### config.mk
export PLATFORM = sky130hd
export DESIGN_NAME = card_shoe_datapath
export DESIGN_NICKNAME = d
export VERILOG_FILES = /design/src/rtl/card_pkg.sv /design/src/rtl/card_shoe.sv /design/src/rtl/card_shoe_datapath.sv
export SDC_FILE = /design/constraint.sdc
export NUM_CORES = 1
export LEC_CHECK = 0
export BUFFER_PORTS_ARGS = -buffer_cell sky130_fd_sc_hd__buf_2
export CAP_MARGIN = 20
export CORE_AREA = 2 2 150 210
export CTS_BUF_LIST = sky130_fd_sc_hd__clkbuf_2
export CTS_CLUSTER_SIZE = 8
export DETAILED_ROUTE_END_ITERATION = 6
export DIE_AREA = 0 0 152 212
export GPL_TIMING_DRIVEN = 1
export SLEW_MARGIN = 20
export SYNTH_ARGS = -nofsm -noshare
export SYNTH_HDL_FRONTEND = slang
export SYNTH_SLANG_ARGS = --single-unit
### constraint.sdc
create_clock -name slow_clock -period 12.3 [get_ports slow_clock]
set_input_delay 1.845 -clock slow_clock [delete_from_list [all_inputs] [get_ports slow_clock]]
set_output_delay 1.845 -clock slow_clock [all_outputs]
set_load 0.01 [all_outputs]
### src/rtl/card_pkg.sv
// Shared types and helpers for the baccarat card datapath.
// rank_t holds one card rank: 0 = empty, 1 = ace, 11..13 = J/Q/K.
// card_value maps a rank to its baccarat value (0..9).
// score_mod10 reduces the sum of three card values modulo 10.
package card_pkg;

  typedef logic [3:0] rank_t;

  localparam rank_t RANK_EMPTY = 4'd0;
  localparam rank_t RANK_ACE   = 4'd1;
  localparam rank_t RANK_KING  = 4'd13;

  // Ranks 1..9 count face value; tens, courts and empty slots count zero.
  function automatic logic [3:0] card_value(input rank_t rank);
    return (rank <= 4'd9) ? rank : 4'd0;
  endfunction

  // Maximum sum is 27, so at most one subtraction of 10 or 20 is needed.
  function automatic logic [3:0] score_mod10(input logic [3:0] a, input logic [3:0] b,
                                             input logic [3:0] c);
    logic [4:0] sum;
    sum = {1'b0, a} + {1'b0, b} + {1'b0, c};
    if (sum >= 5'd20) begin
      sum = sum - 5'd20;
    end else if (sum >= 5'd10) begin
      sum = sum - 5'd10;
    end
    return sum[3:0];
  endfunction

endpackage

### src/rtl/card_shoe.sv
// Finite card shoe: LFSR-driven candidate rank, per-rank copy counts and the
// total of cards remaining.
// Ports:
//   i_clk, i_rst        clock and synchronous active-high reset
//   i_draw              consume o_selected_rank this cycle
//   i_reshuffle         restore every rank to full (takes priority over i_draw)
//   i_force_en          use i_force_rank as the candidate instead of the LFSR
//   i_force_rank        forced candidate; 0 or >13 is treated as an ace
//   o_selected_rank     first rank at or above the candidate (wrapping) with copies left
//   o_cards_left        cards remaining in the shoe
module card_shoe
  import card_pkg::*;
#(
  parameter int unsigned DECKS = 1,
  parameter logic [15:0] SEED  = 16'hACE1,
  parameter int unsigned CL_W  = $clog2(52 * DECKS + 1)
) (
  input  logic            i_clk,
  input  logic            i_rst,
  input  logic            i_draw,
  input  logic            i_reshuffle,
  input  logic            i_force_en,
  input  rank_t           i_force_rank,
  output rank_t           o_selected_rank,
  output logic [CL_W-1:0] o_cards_left
);

  localparam int unsigned CNT_W = $clog2(4 * DECKS + 1);
  localparam logic [CNT_W-1:0] FULL_CNT  = CNT_W'(4 * DECKS);
  localparam logic [CL_W-1:0]  FULL_SHOE = CL_W'(52 * DECKS);

  logic [15:0]      r_lfsr;
  logic [CNT_W-1:0] r_cnt [1:13];
  logic [CL_W-1:0]  r_cards_left;

  logic  w_fb;
  rank_t w_cand;
  rank_t w_sel;
  logic  w_found;
  logic [4:0] w_probe;

  // Fibonacci taps 16,14,13,11.
  assign w_fb = r_lfsr[15] ^ r_lfsr[13] ^ r_lfsr[12] ^ r_lfsr[10];

  always_comb begin
    if (i_force_en) begin
      w_cand = (i_force_rank == RANK_EMPTY || i_force_rank > RANK_KING) ? RANK_ACE
                                                                        : i_force_rank;
    end else begin
      w_cand = rank_t'(r_lfsr[7:0] % 8'd13) + 4'd1;
    end
  end

  // Probe candidate, candidate+1, ... wrapping 13 -> 1; take the first nonempty rank.
  always_comb begin
    w_sel   = w_cand;
    w_found = 1'b0;
    w_probe = 5'd0;
    for (int k = 0; k < 13; k++) begin
      w_probe = {1'b0, w_cand} + 5'(k);
      if (w_probe > 5'd13) begin
        w_probe = w_probe - 5'd13;
      end
      if (!w_found && r_cnt[w_probe[3:0]] != '0) begin
        w_sel   = w_probe[3:0];
        w_found = 1'b1;
      end
    end
  end

  always_ff @(posedge i_clk) begin
    if (i_rst) begin
      r_lfsr <= SEED;
      for (int k = 1; k <= 13; k++) begin
        r_cnt[k] <= FULL_CNT;
      end
      r_cards_left <= FULL_SHOE;
    end else begin
      r_lfsr <= {r_lfsr[14:0], w_fb};
      if (i_reshuffle) begin
        for (int k = 1; k <= 13; k++) begin
          r_cnt[k] <= FULL_CNT;
        end
        r_cards_left <= FULL_SHOE;
      end else if (i_draw) begin
        r_cnt[w_sel] <= r_cnt[w_sel] - CNT_W'(1);
        r_cards_left <= r_cards_left - CL_W'(1);
      end
    end
  end

  assign o_selected_rank = w_sel;
  assign o_cards_left    = r_cards_left;

endmodule

### src/rtl/card_shoe_datapath.sv
// Baccarat dealing datapath: answers the controller's one-hot load strobes by
// drawing cards from a finite shoe into six hand registers and reports scores.
// Ports:
//   slow_clock, resetb           clock and synchronous active-high reset
//   load_pcard1..load_dcard3     load strobes, exactly one expected per deal
//   new_hand                     clears the hand; reshuffles if the shoe is low
//   force_en, force_rank         test override of the candidate rank
//   pcard*_out, dcard*_out       hand registers (0 = empty)
//   pscore, dscore               hand totals modulo 10
//   pcard3                       baccarat value of the player's third card
//   cards_left                   cards remaining in the shoe
//   protocol_err                 sticky flag for malformed or illegal loads
module card_shoe_datapath
  import card_pkg::*;
#(
  parameter int unsigned DECKS     = 1,
  parameter logic [15:0] SEED      = 16'hACE1,
  parameter int unsigned MIN_CARDS = 6,
  localparam int unsigned CL_W     = $clog2(52 * DECKS + 1)
) (
  input  logic            slow_clock,
  input  logic            resetb,
  input  logic            load_pcard1,
  input  logic            load_pcard2,
  input  logic            load_pcard3,
  input  logic            load_dcard1,
  input  logic            load_dcard2,
  input  logic            load_dcard3,
  input  logic            new_hand,
  input  logic            force_en,
  input  logic [3:0]      force_rank,
  output logic [3:0]      pcard1_out,
  output logic [3:0]      pcard2_out,
  output logic [3:0]      pcard3_out,
  output logic [3:0]      dcard1_out,
  output logic [3:0]      dcard2_out,
  output logic [3:0]      dcard3_out,
  output logic [3:0]      pscore,
  output logic [3:0]      dscore,
  output logic [3:0]      pcard3,
  output logic [CL_W-1:0] cards_left,
  output logic            protocol_err
);

  rank_t r_card [6];  // p1, p2, p3, d1, d2, d3
  logic  r_err;

  logic [5:0]      w_loads;
  logic            w_any;
  logic            w_multi;
  rank_t           w_target;
  rank_t           w_sel;
  logic            w_draw;
  logic            w_err;
  logic            w_reshuffle;
  logic [CL_W-1:0] w_cards_left;

  assign w_loads = {load_dcard3, load_dcard2, load_dcard1, load_pcard3, load_pcard2, load_pcard1};
  assign w_any   = |w_loads;
  // More than one bit set iff clearing the lowest set bit leaves something.
  assign w_multi = (w_loads & (w_loads - 6'd1)) != 6'd0;

  always_comb begin
    w_target = RANK_EMPTY;
    for (int k = 0; k < 6; k++) begin
      if (w_loads[k]) begin
        w_target = w_target | r_card[k];
      end
    end
  end

  // new_hand suppresses a coincident load entirely, including its error.
  assign w_err  = !new_hand && w_any &&
                  (w_multi || w_target != RANK_EMPTY || w_cards_left == '0);
  assign w_draw = !new_hand && w_any && !w_err;
  assign w_reshuffle = new_hand && (32'(w_cards_left) < MIN_CARDS);

  card_shoe #(
    .DECKS (DECKS),
    .SEED  (SEED),
    .CL_W  (CL_W)
  ) u_shoe (
    .i_clk           (slow_clock),
    .i_rst           (resetb),
    .i_draw          (w_draw),
    .i_reshuffle     (w_reshuffle),
    .i_force_en      (force_en),
    .i_force_rank    (force_rank),
    .o_selected_rank (w_sel),
    .o_cards_left    (w_cards_left)
  );

  always_ff @(posedge slow_clock) begin
    if (resetb) begin
      for (int k = 0; k < 6; k++) begin
        r_card[k] <= RANK_EMPTY;
      end
      r_err <= 1'b0;
    end else begin
      for (int k = 0; k < 6; k++) begin
        if (new_hand) begin
          r_card[k] <= RANK_EMPTY;
        end else if (w_draw && w_loads[k]) begin
          r_card[k] <= w_sel;
        end
      end
      if (w_err) begin
        r_err <= 1'b1;
      end
    end
  end

  assign pcard1_out   = r_card[0];
  assign pcard2_out   = r_card[1];
  assign pcard3_out   = r_card[2];
  assign dcard1_out   = r_card[3];
  assign dcard2_out   = r_card[4];
  assign dcard3_out   = r_card[5];
  assign pscore       = score_mod10(card_value(r_card[0]), card_value(r_card[1]),
                                    card_value(r_card[2]));
  assign dscore       = score_mod10(card_value(r_card[3]), card_value(r_card[4]),
                                    card_value(r_card[5]));
  assign pcard3       = card_value(r_card[2]);
  assign cards_left   = w_cards_left;
  assign protocol_err = r_err;

endmodule

# Word-level counts from Yosys, hierarchy flattened
# Memories as Yosys holds them, arrays and structs flattened.
# Cells that the tools add are included.
dict set report classes {
  magnitude_cmp 25
  n_mux 120
  n_bitwise 34
  n_addsub 37
  n_reduce_logical 59
  div_mod_pow 1
}
# op count
set ops {}
lappend ops {{two-way mux 4 bit} 57}
lappend ops {{> comparator 5 x 4 -> 1 bit (second input constant)} 12}
lappend ops {{subtractor 4 bit (second input constant)} 15}
lappend ops {{two-way mux 1 bit} 49}
lappend ops {{two-way mux 3 bit} 14}
lappend ops {{nonzero test 3 bit} 13}
lappend ops {{adder 4 x 4 -> 5 bit (second input constant)} 5}
lappend ops {{bitwise OR 1 bit} 25}
lappend ops {{<= comparator 4 bit (second input constant)} 6}
lappend ops {{logical AND 1 bit} 22}
lappend ops {{adder 4 x 3 -> 5 bit (second input constant)} 4}
lappend ops {{bitwise OR 4 bit} 5}
lappend ops {{logical NOT 1 bit} 14}
lappend ops {{subtractor 6 x 1 -> 6 bit (second input constant)} 2}
lappend ops {{adder 4 x 2 -> 5 bit (second input constant)} 2}
lappend ops {{adder 4 x 4 -> 5 bit} 2}
lappend ops {{adder 5 x 4 -> 5 bit} 2}
lappend ops {{>= comparator 5 x 4 -> 1 bit (second input constant)} 2}
lappend ops {{>= comparator 5 bit (second input constant)} 2}
lappend ops {{> comparator 4 bit (second input constant)} 2}
lappend ops {{remainder unit 8 x 4 -> 8 bit (second input constant)} 1}
lappend ops {{subtractor 4 x 3 -> 4 bit (second input constant)} 2}
lappend ops {{AND 6 bit} 1}
lappend ops {{logical NOT 6 bit} 1}
lappend ops {{other kinds (12)} 16}
dict set report totals {
  inputBits 14
  ff_bits 23
  wordCells 281
  memories 2
  ramBits 63
}
# name depth word_bits read_ports rd_ports_with_merged_regs wr line
set memory_table {}
lappend memory_table {u_shoe.r_cnt 13 3 14 0 13 card_shoe.sv:33} ;# logic [CNT_W-1:0] r_cnt [1:13];
lappend memory_table {r_card 6 4 6 0 6 card_shoe_datapath.sv:45} ;# rank_t r_card [6];

# Depth between registers and ports, before layout
# Gate-level depths: netlist (run 1).
# An unclocked memory read counts as a cell.
dict set report depth {
  word_depth 48
  depth_mapped 60
}

# Cells and area by module
# Synthesis (run 1) repeated with hierarchy kept, for this count alone.
dict set report unflattened {
  hier_cells 1804
  hier_area_um2 13947.1
}
# mod area_each_um2 n_inst cells_per_inst
set modules_own_cells {}
lappend modules_own_cells {card_shoe 11727.5 1 1572}
lappend modules_own_cells {card_shoe_datapath 2219.6 1 232}

# Worst setup path before layout (run 1)
# OpenSTA, ideal clock, no wires.
dict set report synth_timing {
  path_type {register -> register}
  start {register u_shoe.r_lfsr[5]}
  end {memory u_shoe.r_cnt[13][2] (netlist name), data pin}
  t_arrival_ps 11034
  path_slack_ps 999
  setup_time_ps 267
  required_ps 12033
  path_stages_with_launch 58
  synth_period_minus_slack_ps 11301
  path_cell_list {dfxtp_1 buf_2 buf_6 or3b_4 a31oi_4 nor3_4 buf_4 a21oi_1 nor2_1 nor2_1 ha_1 inv_1 nor2_1 nor2_1 and4_1 a211oi_2 o211ai_2 xnor2_1 [... 22 more ...] o21ai_1 nand2_1 or4_1 a211o_1 buf_6 nor4_2 a221oi_1 a221oi_2 buf_6 mux4_2 a22oi_1 nand3_1 buf_2 inv_1 ha_1 inv_1 xnor2_1 nand3_1}
}
# element line
set synth_lines {}
lappend synth_lines {{start, declared} card_shoe.sv:32} ;# logic [15:0] r_lfsr;
lappend synth_lines {{start signal, assigned} card_shoe.sv:79} ;# r_lfsr <= {r_lfsr[14:0], w_fb};
lappend synth_lines {{end, declared} card_shoe.sv:33}

==> reports/results.tsv, run 1 <==
metric	value	unit
status	complete, no violations	
fin_setup_tns	0	ns
start_util	44.3	%
final_cell_mix	nand2_1, nor2_1, o21ai_0	
critPathMaxFanout	26	
hold_path_class	reg2reg	
grt_pass1_wl	85200	µm
synth_cell_types	114	
cts_root_buf	clkbuf_2	
rsz0062_at_grt	false	
endpoint_kind	flop	
grt_start_max_net_pins	42	
critPathSlowestCell	xor2_1	
hold_viol_final	0	
vias	15300	
finalSetupViolCount	0	
fmax	0.0857	GHz
syn_inst	1818	
drv_cap	0	
crit_type	reg2reg	
wl_per_cell	25.3	µm
tightest_slew	0.964	ns
drt-total-wl	56600	µm
clk_pin_slew_worst_paths	0.24	ns
cts_tree	done	
crit_arrival	12.04	ns
required	12.66	ns
gr-usage-all-layers	33.9	%
layout_commonest_cell	nand2_1	
ys_ff_latch	95	
ir_drop	0.000323	V
die_width	152	µm
p_leak	5.55	nW
synth_edf_count	72	
min_period	11.67	ns
pin_count	57	
p_total	0.00439	W
clk_path_buf_depth	2	
core	0.0305	mm²
slew_viol_final	0	
yosysSeqAreaShare	19.4	%
finalWorstSetupSlack	0.626	ns
yosysWarnings	0	
cts_made_buffers	9	
drive_gt1_share	14.9	%
port_buffers	56	
synth_area	0.0135	mm²
placementRows	76	
whs	0.448	ns
place_hpwl	42700	µm
cts.sinks	95	
drt_iter0_drc	1583	
syn_nets	1879	
place_area	0.0143	mm²
clock_skew	0.0412	ns
design_area	0.0145	mm²
syn_avg_cell_area	7.43	µm²
antenna_found_initial	2	
htree_levels	3	
first_global_vias	14400	
nets	1901	
max_stage_delay	0.75	ns
die_area	0.0322	mm²
drc	0	
postSynth.asyncResetShare	0	%
postRouteAntennaNets	0	
viasPerCell	6.85	
p_per_area	302	mW/mm²
post-route-period-util	94.9	%
slew_headroom	35.3	%
areaGrowthSynthToFinish	7.60	%
start_kind	flop	
hold_buffers	0	
dp_slack	0.205	ns
die_h	212	µm
ys.flop_type	edfxtp_1	
clock_latency	0.59	ns
firstDrtPassIters	5	
grt_overflow	0	
gp_congestion	1.19	
==> final timing paths <==
kind                                       start  slack (ns)  cells past startpoint             endpoint
worst max-delay path            u_shoe.r_lfsr[5]        0.63                     48  u_shoe.r_cnt[13][2]
worst min-delay path            u_shoe.r_lfsr[9]        0.45                      1    u_shoe.r_lfsr[10]
worst max register to register  u_shoe.r_lfsr[5]        0.63                     48  u_shoe.r_cnt[13][2]
worst min register to register  u_shoe.r_lfsr[9]        0.45                      1    u_shoe.r_lfsr[10]
==> routing by layer <==
metal  GRT usage (%)  up-vias  part of all wire (%)
met5               0        -                     0
met4            26.7        0                   9.0
met3            5.93      305                   8.7
met2            56.5      873                    46
met1            38.5     7236                    36
li1                -     6907                     -
==> layout make-up <==
type                       instances  area [µm²]
fill                            3092       16000
multi-input combinational       1540       10200
sequential                        95        2630
timing repair buffer             135         877
tap                              390         488
inverter                          59         225
clock inverter                     7        73.8
clock buffer                       9        45.0
antenna                            3        7.51
==> worst max-delay path, delay by kind of cell (launching register included) <==
family / cells / cell delay (ns)
AOI/OAI and AO/OA: 12 / 2.97
xor gates and xnor gates: 3 / 1.18
adders and majority gates: 4 / 1.05
buffers and inverters: 11 / 2.12
DFF: 1 / 0.46
muxes: 1 / 0.53
and+or+nand+nor: 17 / 3.08
==> sequential cells by signal, summed over array words and instances, names as in the netlist <==
register,count
protocol_err,1
r_card,24
u_shoe.o_cards_left,6
u_shoe.r_cnt,48
u_shoe.r_lfsr,16
==> Yosys cell counts, types with 25 or more instances <==
| master | count | area (µm²) |
|---|---|---|
| nand2_1 | 219 | 822 |
| xnor2_1 | 31 | 272 |
| or3_1 | 28 | 175 |
| a211oi_1 | 30 | 225 |
| o211ai_1 | 32 | 240 |
| nor2_1 | 183 | 687 |
| nand2b_1 | 29 | 181 |
| and3_1 | 35 | 219 |
| and2_1 | 25 | 156 |
| nand3_1 | 56 | 280 |
| clkbuf_1 | 81 | 304 |
| a31oi_1 | 26 | 163 |
| inv_1 | 54 | 203 |
| mux2i_1 | 67 | 671 |
| ha_1 | 37 | 463 |
| nor3_1 | 60 | 300 |
| edfxtp_1 | 72 | 2160 |
| a21oi_1 | 110 | 551 |
| o21ai_0 | 125 | 626 |
==> kinds of logic after synthesis <==
family	after synthesis	synth area share, %
muxes	96	8.46
and+or+nand+nor	757	27.7
DFF	95	19.4
xor gates and xnor gates	40	2.65
AOI/OAI and AO/OA	600	31.0
buffers and inverters	183	5.95
adders and majority gates	47	4.91
==> power breakdown <==
part           total (W)  switching [W]  internal [W]
sequential      0.000417      0.0000164      0.000401
clock           0.000155       0.000108     0.0000475
combinational    0.00382        0.00254       0.00128
total            0.00439        0.00267       0.00173
==> metrics by stage <==
step	util (%)	std cells
5_1_grt	47.6	2236
3_3_place_gp	46.8	2216
6_report	47.6	2238
3_5_place_dp	46.8	2216
4_1_cts	47.2	2232
2_1_floorplan	-	1818
==> repair_timing <==
item	4_1_cts	5_1_grt
buffers inserted	0	3
resized for setup	0	22
setup endpoints to repair	0	93
Power figures use the tool's default switching activity.
==> run 2, diff against run 1 <==
- CELL_PAD_IN_SITES_DETAIL_PLACEMENT: not set -> 0
- CELL_PAD_IN_SITES_GLOBAL_PLACEMENT: not set -> 1
- PLACE_DENSITY_LB_ADDON: not set -> 0.1
==> run 2 against run 1 <==
  * Global-route usage up 3.3 points
  * Die area unchanged
  * Final area up 0.18%
  * First-iteration DRC count down 5.8%
==> reports/results.tsv, run 2 (synthesis gave the netlist of run 1 again) <==
metric	value	unit	change
status	complete, no violations		
tightest_slew	1.07	ns	+0.107 ns
critPathMaxFanout	20		-23%
post-route-period-util	93.3	%	-1.6 points
required	12.63	ns	-0.03 ns
die_width	152	µm	unchanged
core	0.0305	mm²	unchanged
cts_tree	done		
pin_count	57		unchanged
start_kind	flop		
rr_worst_depth	48		unchanged
cpLargestDelayFamily	compound AO/OA/AOI/OAI gates		
layout_commonest_cell	nand2_1		
endpoint_kind	flop		
cp-startpoint	u_shoe.r_lfsr[5]		
grt_pass1_wl	91500	µm	+7.3%
critPathSlowestCell	a2111oi_0		
cts_made_buffers	9		unchanged
finalSetupViolCount	0		unchanged
viasPerCell	6.80		-0.70%
holdPathStages	1		unchanged
slew_viol_final	0		unchanged
whs	0.453	ns	+0.00495 ns
areaGrowthSynthToFinish	7.79	%	
gp_congestion	1.06		-11%
min_period	11.47	ns	-0.199 ns
cp_common_cell	inv_1		
p_per_area	312	mW/mm²	+3.2%
htree_levels	3		unchanged
dp_cells	2218		+0.090%
crit_buf_inv	12		+1
r2r_start	u_shoe.r_lfsr[5]		
endpoint	u_shoe.r_cnt[13][2]		
clk_path_buf_depth	2		unchanged
r2r_slack	0.83	ns	+0.20 ns
antenna_found_initial	2		unchanged
crit_type	reg2reg		
final_cell_mix	nand2_1, nor2_1, o21ai_0		
first_global_vias	14600		+1.9%
slew_headroom	27.9	%	-7.3 points
postRouteAntennaNets	0		unchanged
gr-usage-all-layers	37.2	%	+3.3 points
hold_viol_final	0		unchanged
die_area	0.0322	mm²	unchanged
drt_iter0_drc	1491		-5.8%
placementRows	76		unchanged
clk_pin_slew_worst_paths	0.25	ns	about the same
drt-total-wl	61800	µm	+9.1%
port_buffers	56		unchanged
cts.sinks	95		unchanged
largest_register	u_shoe.r_cnt		
ir_drop	0.000313	V	-3.2%
final_cells	2242		+0.18%
start_util	44.3	%	unchanged
nets	1907		+0.32%
clock_skew	0.0280	ns	-0.0132 ns
grt_overflow	0		unchanged
max_stage_delay	0.80	ns	+0.05 ns
reg2reg_to	u_shoe.r_cnt[13][2]		
hold_path_class	reg2reg		
drv_cap	0		unchanged
firstDrtPassIters	5		unchanged
p_leak	5.58	nW	+0.63%
largest_registers	u_shoe.r_cnt: 48 flops, r_card: 24 flops, u_shoe.r_lfsr: 16 flops		
grt_start_max_net_pins	46		+9.5%
vias	15200		-0.52%
cts_root_buf	clkbuf_2		
largest_reg_flops	48		unchanged
die_h	212	µm	unchanged
clock_latency	0.55	ns	-0.04 ns
wl_per_cell	27.6	µm	+8.9%
drc	0		unchanged
hold_buffers	0		unchanged
place_hpwl	47000	µm	+10%
crit_arrival	11.81	ns	-0.23 ns
fmax	0.0871	GHz	+1.7%
drive_gt1_share	15.0	%	+0.060 points
cp.depth	48		unchanged
run 2: area by class of cell:
type / instances / area, µm²
sequential: 95 / 2630
tap: 390 / 488
timing repair buffer: 141 / 956
multi-input combinational: 1540 / 10100
clock buffer: 9 / 45.0
inverter: 59 / 223
clock inverter: 7 / 76.3
antenna: 1 / 2.50
fill: 3150 / 16000
run 2: how the worst min path moves through the flow:
stage	to	start	slack [ns]
global placement	u_shoe.r_lfsr[15]	u_shoe.r_lfsr[14]	0.40
detailed placement	u_shoe.r_lfsr[15]	u_shoe.r_lfsr[14]	0.40
CTS	u_shoe.r_lfsr[10]	u_shoe.r_lfsr[9]	0.46
floorplan	u_shoe.r_lfsr[10]	u_shoe.r_lfsr[9]	0.39
finish	u_shoe.r_lfsr[10]	u_shoe.r_lfsr[9]	0.45
global route	u_shoe.r_lfsr[10]	u_shoe.r_lfsr[9]	0.47
run 2: layer usage:
layer	global-route usage (%)	routed length, µm	vias up
li1	-	-	6922
met1	39.9	21200	7235
met5	0	0	-
met3	6.14	4680	292
met2	62.9	29400	792
met4	34.0	6540	0
run 2: per-stage QoR:
| stage | worst slack (ns) | power (W) | area (µm²) | utilization (%) | TNS, ns |
|---|---|---|---|---|---|
| finish | 0.825 | 0.00454 | 14600 | 47.7 | 0 |
| floorplan | 0.999 | 0.00294 | 13500 | - | 0 |
| CTS | 0.0129 | 0.00432 | 14400 | 47.3 | 0 |
| global placement | 0.150 | 0.00416 | 14300 | 46.9 | 0 |
| global route | -0.0243 | 0.00477 | 14600 | 47.7 | -0.0439 |
| detailed placement | 0.0319 | 0.00415 | 14300 | 46.9 | 0 |
run 2: where the power goes:
part / total, W / internal [W] / leakage [nW] / switching (W)
sequential: 0.000417 / 0.000401 / 0.895 / 0.0000159
combinational: 0.00397 / 0.00134 / 4.61 / 0.00263
clock: 0.000156 / 0.0000496 / 0.0776 / 0.000106
total: 0.00454 / 0.00179 / 5.58 / 0.00275
run 2: what timing repair did:
item,4_1_cts,5_1_grt
resized for setup,1,13
endpoints found under the setup margin,10,68
gates cloned,0,0
buffers inserted,0,7
pin swaps,0,3
==> run 3, diff against run 2 <==
- CORE_AREA: 2 2 150 210 -> 2 2 152 214
- DIE_AREA: 0 0 152 212 -> 0 0 154 216
- SYNTH_HIERARCHICAL: not set -> 1
==> run 3 against run 2 <==
  * Non-clock buffer count is 4 lower
  * Critical path depth is 2 lower
  * Clock skew is 0.020 ns higher
  * Critical endpoint is now u_shoe/r_cnt[11][2]
  * Final area is 2.5% higher
  * Sequential share of layout area is 0.39 points lower
  * Maximum frequency is 2.0% lower
  * Core utilization is 0.056 points lower
  * Count of clock-buffer cells in the layout is 1 higher
  * Register-to-register slack worse by 0.23 ns
  * Via count is 1.7% higher
  * Combinational power is 19% lower
  * Flip-flop and latch count stayed put
==> reports/results.tsv, run 3 <==
metric	value	unit	change
die_area	0.0333	mm²	+3.2%
htree_levels	3		unchanged
synth_area_leader_cell	edfxtp_1		
syn_nets	1865		-0.75%
grt_overflow	0		unchanged
synthTopCellsByArea	edfxtp_1, mux2i_1, nand2_1, a21oi_1, nor2_1		
cts_root_buf	clkbuf_2		
max_stage_delay	0.48	ns	-0.32 ns
critPathSlowestCell	dfxtp_2		
crit_buf_inv	5		-7
min_period	11.70	ns	+0.230 ns
clk_pin_slew_worst_paths	0.27	ns	+0.02 ns
nets	1889		-0.94%
cts_tree	done		
critPathMaxFanout	20		unchanged
largest_reg_flops	48		unchanged
die_h	216	µm	+1.9%
drt_iter0_drc	1459		-2.1%
cts.sinks	95		unchanged
yosysMostFrequentCell	nand2_1		
endpoint_kind	flop		
start_kind	flop		
crit_type	reg2reg		
tightest_slew	1.26	ns	+0.187 ns
status	complete, no violations		
hp-start	u_shoe/r_lfsr[9]		
yosysWarnings	6		+6
multiInputGateArea	0.0106	mm²	+4.3%
slew_viol_final	0		unchanged
wl_per_cell	27.5	µm	-0.35%
crit_arrival	12.03	ns	+0.22 ns
place_hpwl	46400	µm	-1.3%
grt_pass1_wl	91500	µm	about the same
synth_area	0.0139	mm²	+3.3%
largest_register	u_shoe/r_cnt		
synth_cell_types	132		+16%
drv_cap	0		unchanged
cp-startpoint	u_shoe/r_lfsr[5]		
areaGrowthSynthToFinish	6.96	%	
finalSetupViolCount	0		unchanged
p_per_area	251	mW/mm²	-19%
drc	0		unchanged
cpLargestDelayFamily	compound AO/OA/AOI/OAI gates		
viasPerCell	6.95		+2.2%
pin_count	57		unchanged
clock_latency	0.57	ns	+0.02 ns
fin_setup_tns	0	ns	unchanged
p_leak	5.60	nW	+0.39%
final_cell_mix	nand2_1, nor2_1, a21oi_1		
slew_headroom	13.7	%	-14 points
required	12.62	ns	about the same
fmax	0.0854	GHz	-2.0%
layout_commonest_cell	nand2_1		
gp_congestion	1.03		-3.4%
postSynth.asyncResetShare	0	%	unchanged
syn_inst	1804		-0.77%
r2r_start	u_shoe/r_lfsr[5]		
die_width	154	µm	+1.3%
ys_ff_latch	95		unchanged
gr-usage-all-layers	36.0	%	-1.2 points
start_util	44.5	%	+0.29 points
postRouteAntennaNets	0		unchanged
synth_top_area_share	15.5	%	-0.50 points
cp_common_cell	ha_1		
yosysSeqAreaShare	18.8	%	-0.61 points
drt-total-wl	61300	µm	-0.84%
first_global_vias	14900		+2.0%
core	0.0313	mm²	+2.6%
seq_area	0.00264	mm²	+0.24%
synth_common_cells	nand2_1, nor2_1, a21oi_1		
post-route-period-util	95.2	%	+1.9 points
port_buffers	56		unchanged
ir_drop	0.000246	V	-21%
syn_avg_cell_area	7.73	µm²	+4.1%
fillers	3211		+1.9%
vias	15500		+1.7%
grt_start_max_net_pins	81		+76%
cts_made_buffers	9		unchanged
rsz0062_at_grt	false		
synth_edf_count	72		unchanged
hold_buffers	0		unchanged
firstDrtPassIters	7		+2
antenna_found_initial	4		+2
ys.flop_type	edfxtp_1		
drive_gt1_share	16.4	%	+1.5 points
largest_registers	u_shoe/r_cnt: 48 flops, r_card: 24 flops, u_shoe/r_lfsr: 16 flops		
clk_path_buf_depth	2		unchanged
hold_path_class	reg2reg		
clock_skew	0.0483	ns	+0.0203 ns
p_total	0.00375	W	-17%
placementRows	77		+1.3%
hold_viol_final	0		unchanged
==> run 3: changes by cell type after synthesis, moves of 13 or more <==
cell      change
mux2i_1      +20
and3_1       -16
nor2_1       -27
nor3_1       +13
clkbuf_1     -23
nor4_1       +29
o21ai_0      -13
nand2_1      -48
==> run 3: through the flow <==
step                      hold slack, ns  area (µm²)  util [%]  setup WS [ns]  std cells
after floorplan                    0.389       13900         -           1.51       1804
after global routing               0.459       14900      47.6        0.00506       2230
after CTS                          0.450       14800      47.3          0.113       2226
after global placement             0.395       14700      47.0          0.366       2210
final                              0.447       14900      47.6          0.595       2231
after detailed placement           0.394       14700      47.0        -0.0826       2210
==> run 3: what timing repair did <==
action                     CTS  global route
resized for setup            2            20
setup endpoints to repair   23            35
pin swaps                    0             1
buffers inserted             0             1
==> run 3: area by class of cell <==
class,instances,share of cell area [%]
flip-flops and latches,95,17.7
well taps,395,3.31
inverters,56,1.41
multi-input cells,1529,70.9
clock buffers,10,0.335
diodes,3,0.0503
clock inverters,6,0.277
repair buffers,137,6.04
==> run 3: final timing paths <==
path,cells after the start,slack (ns),endpoint
worst max register to register,46,0.60,u_shoe/r_cnt[11][2]
worst min register to register,1,0.45,u_shoe/r_lfsr[10]
worst min-delay path,1,0.45,u_shoe/r_lfsr[10]
worst max-delay path,46,0.60,u_shoe/r_cnt[11][2]
==> run 3: kinds of logic (layout without fill, tap and decap cells) <==
group                      after synthesis  in the layout  share of synthesized area [%]
AOI/OAI and AO/OA                      601            601                           31.5
muxes                                  113            113                           9.01
other                                    0              3                              0
xor gates and xnor gates                28             28                           1.89
and+or+nand+nor                        740            740                           28.1
adders and majority gates               47             47                           4.75
buffers and inverters                  180            209                           5.98
DFF                                     95             95                           18.8
==> run 3: power by group <==
group	internal (W)	switching [W]
sequential	0.000388	0.0000189
clock	0.0000290	0.000106
combinational	0.00107	0.00214
==> run 3: routing by layer <==
metal  global-route usage (%)  share of wire [%]  up-vias
met5                        0              0.020        -
met4                     29.0                9.6        2
met3                     6.20                7.4      301
met2                     60.1                 47      795
met1                     40.2                 36     7396
li1                         -                  -     7006
==> run 3: worst reg2reg max path, delay by kind of cell (launching register included) <==
family                   cells  cell delay (ns)
flip-flops                   1             0.48
adder cells (fa/ha/maj)      5             1.41
multiplexers                 4             1.05
AND/OR/NAND/NOR             14             3.58
AO/OA/AOI/OAI               18             4.08
buffers and inverters        5             0.85
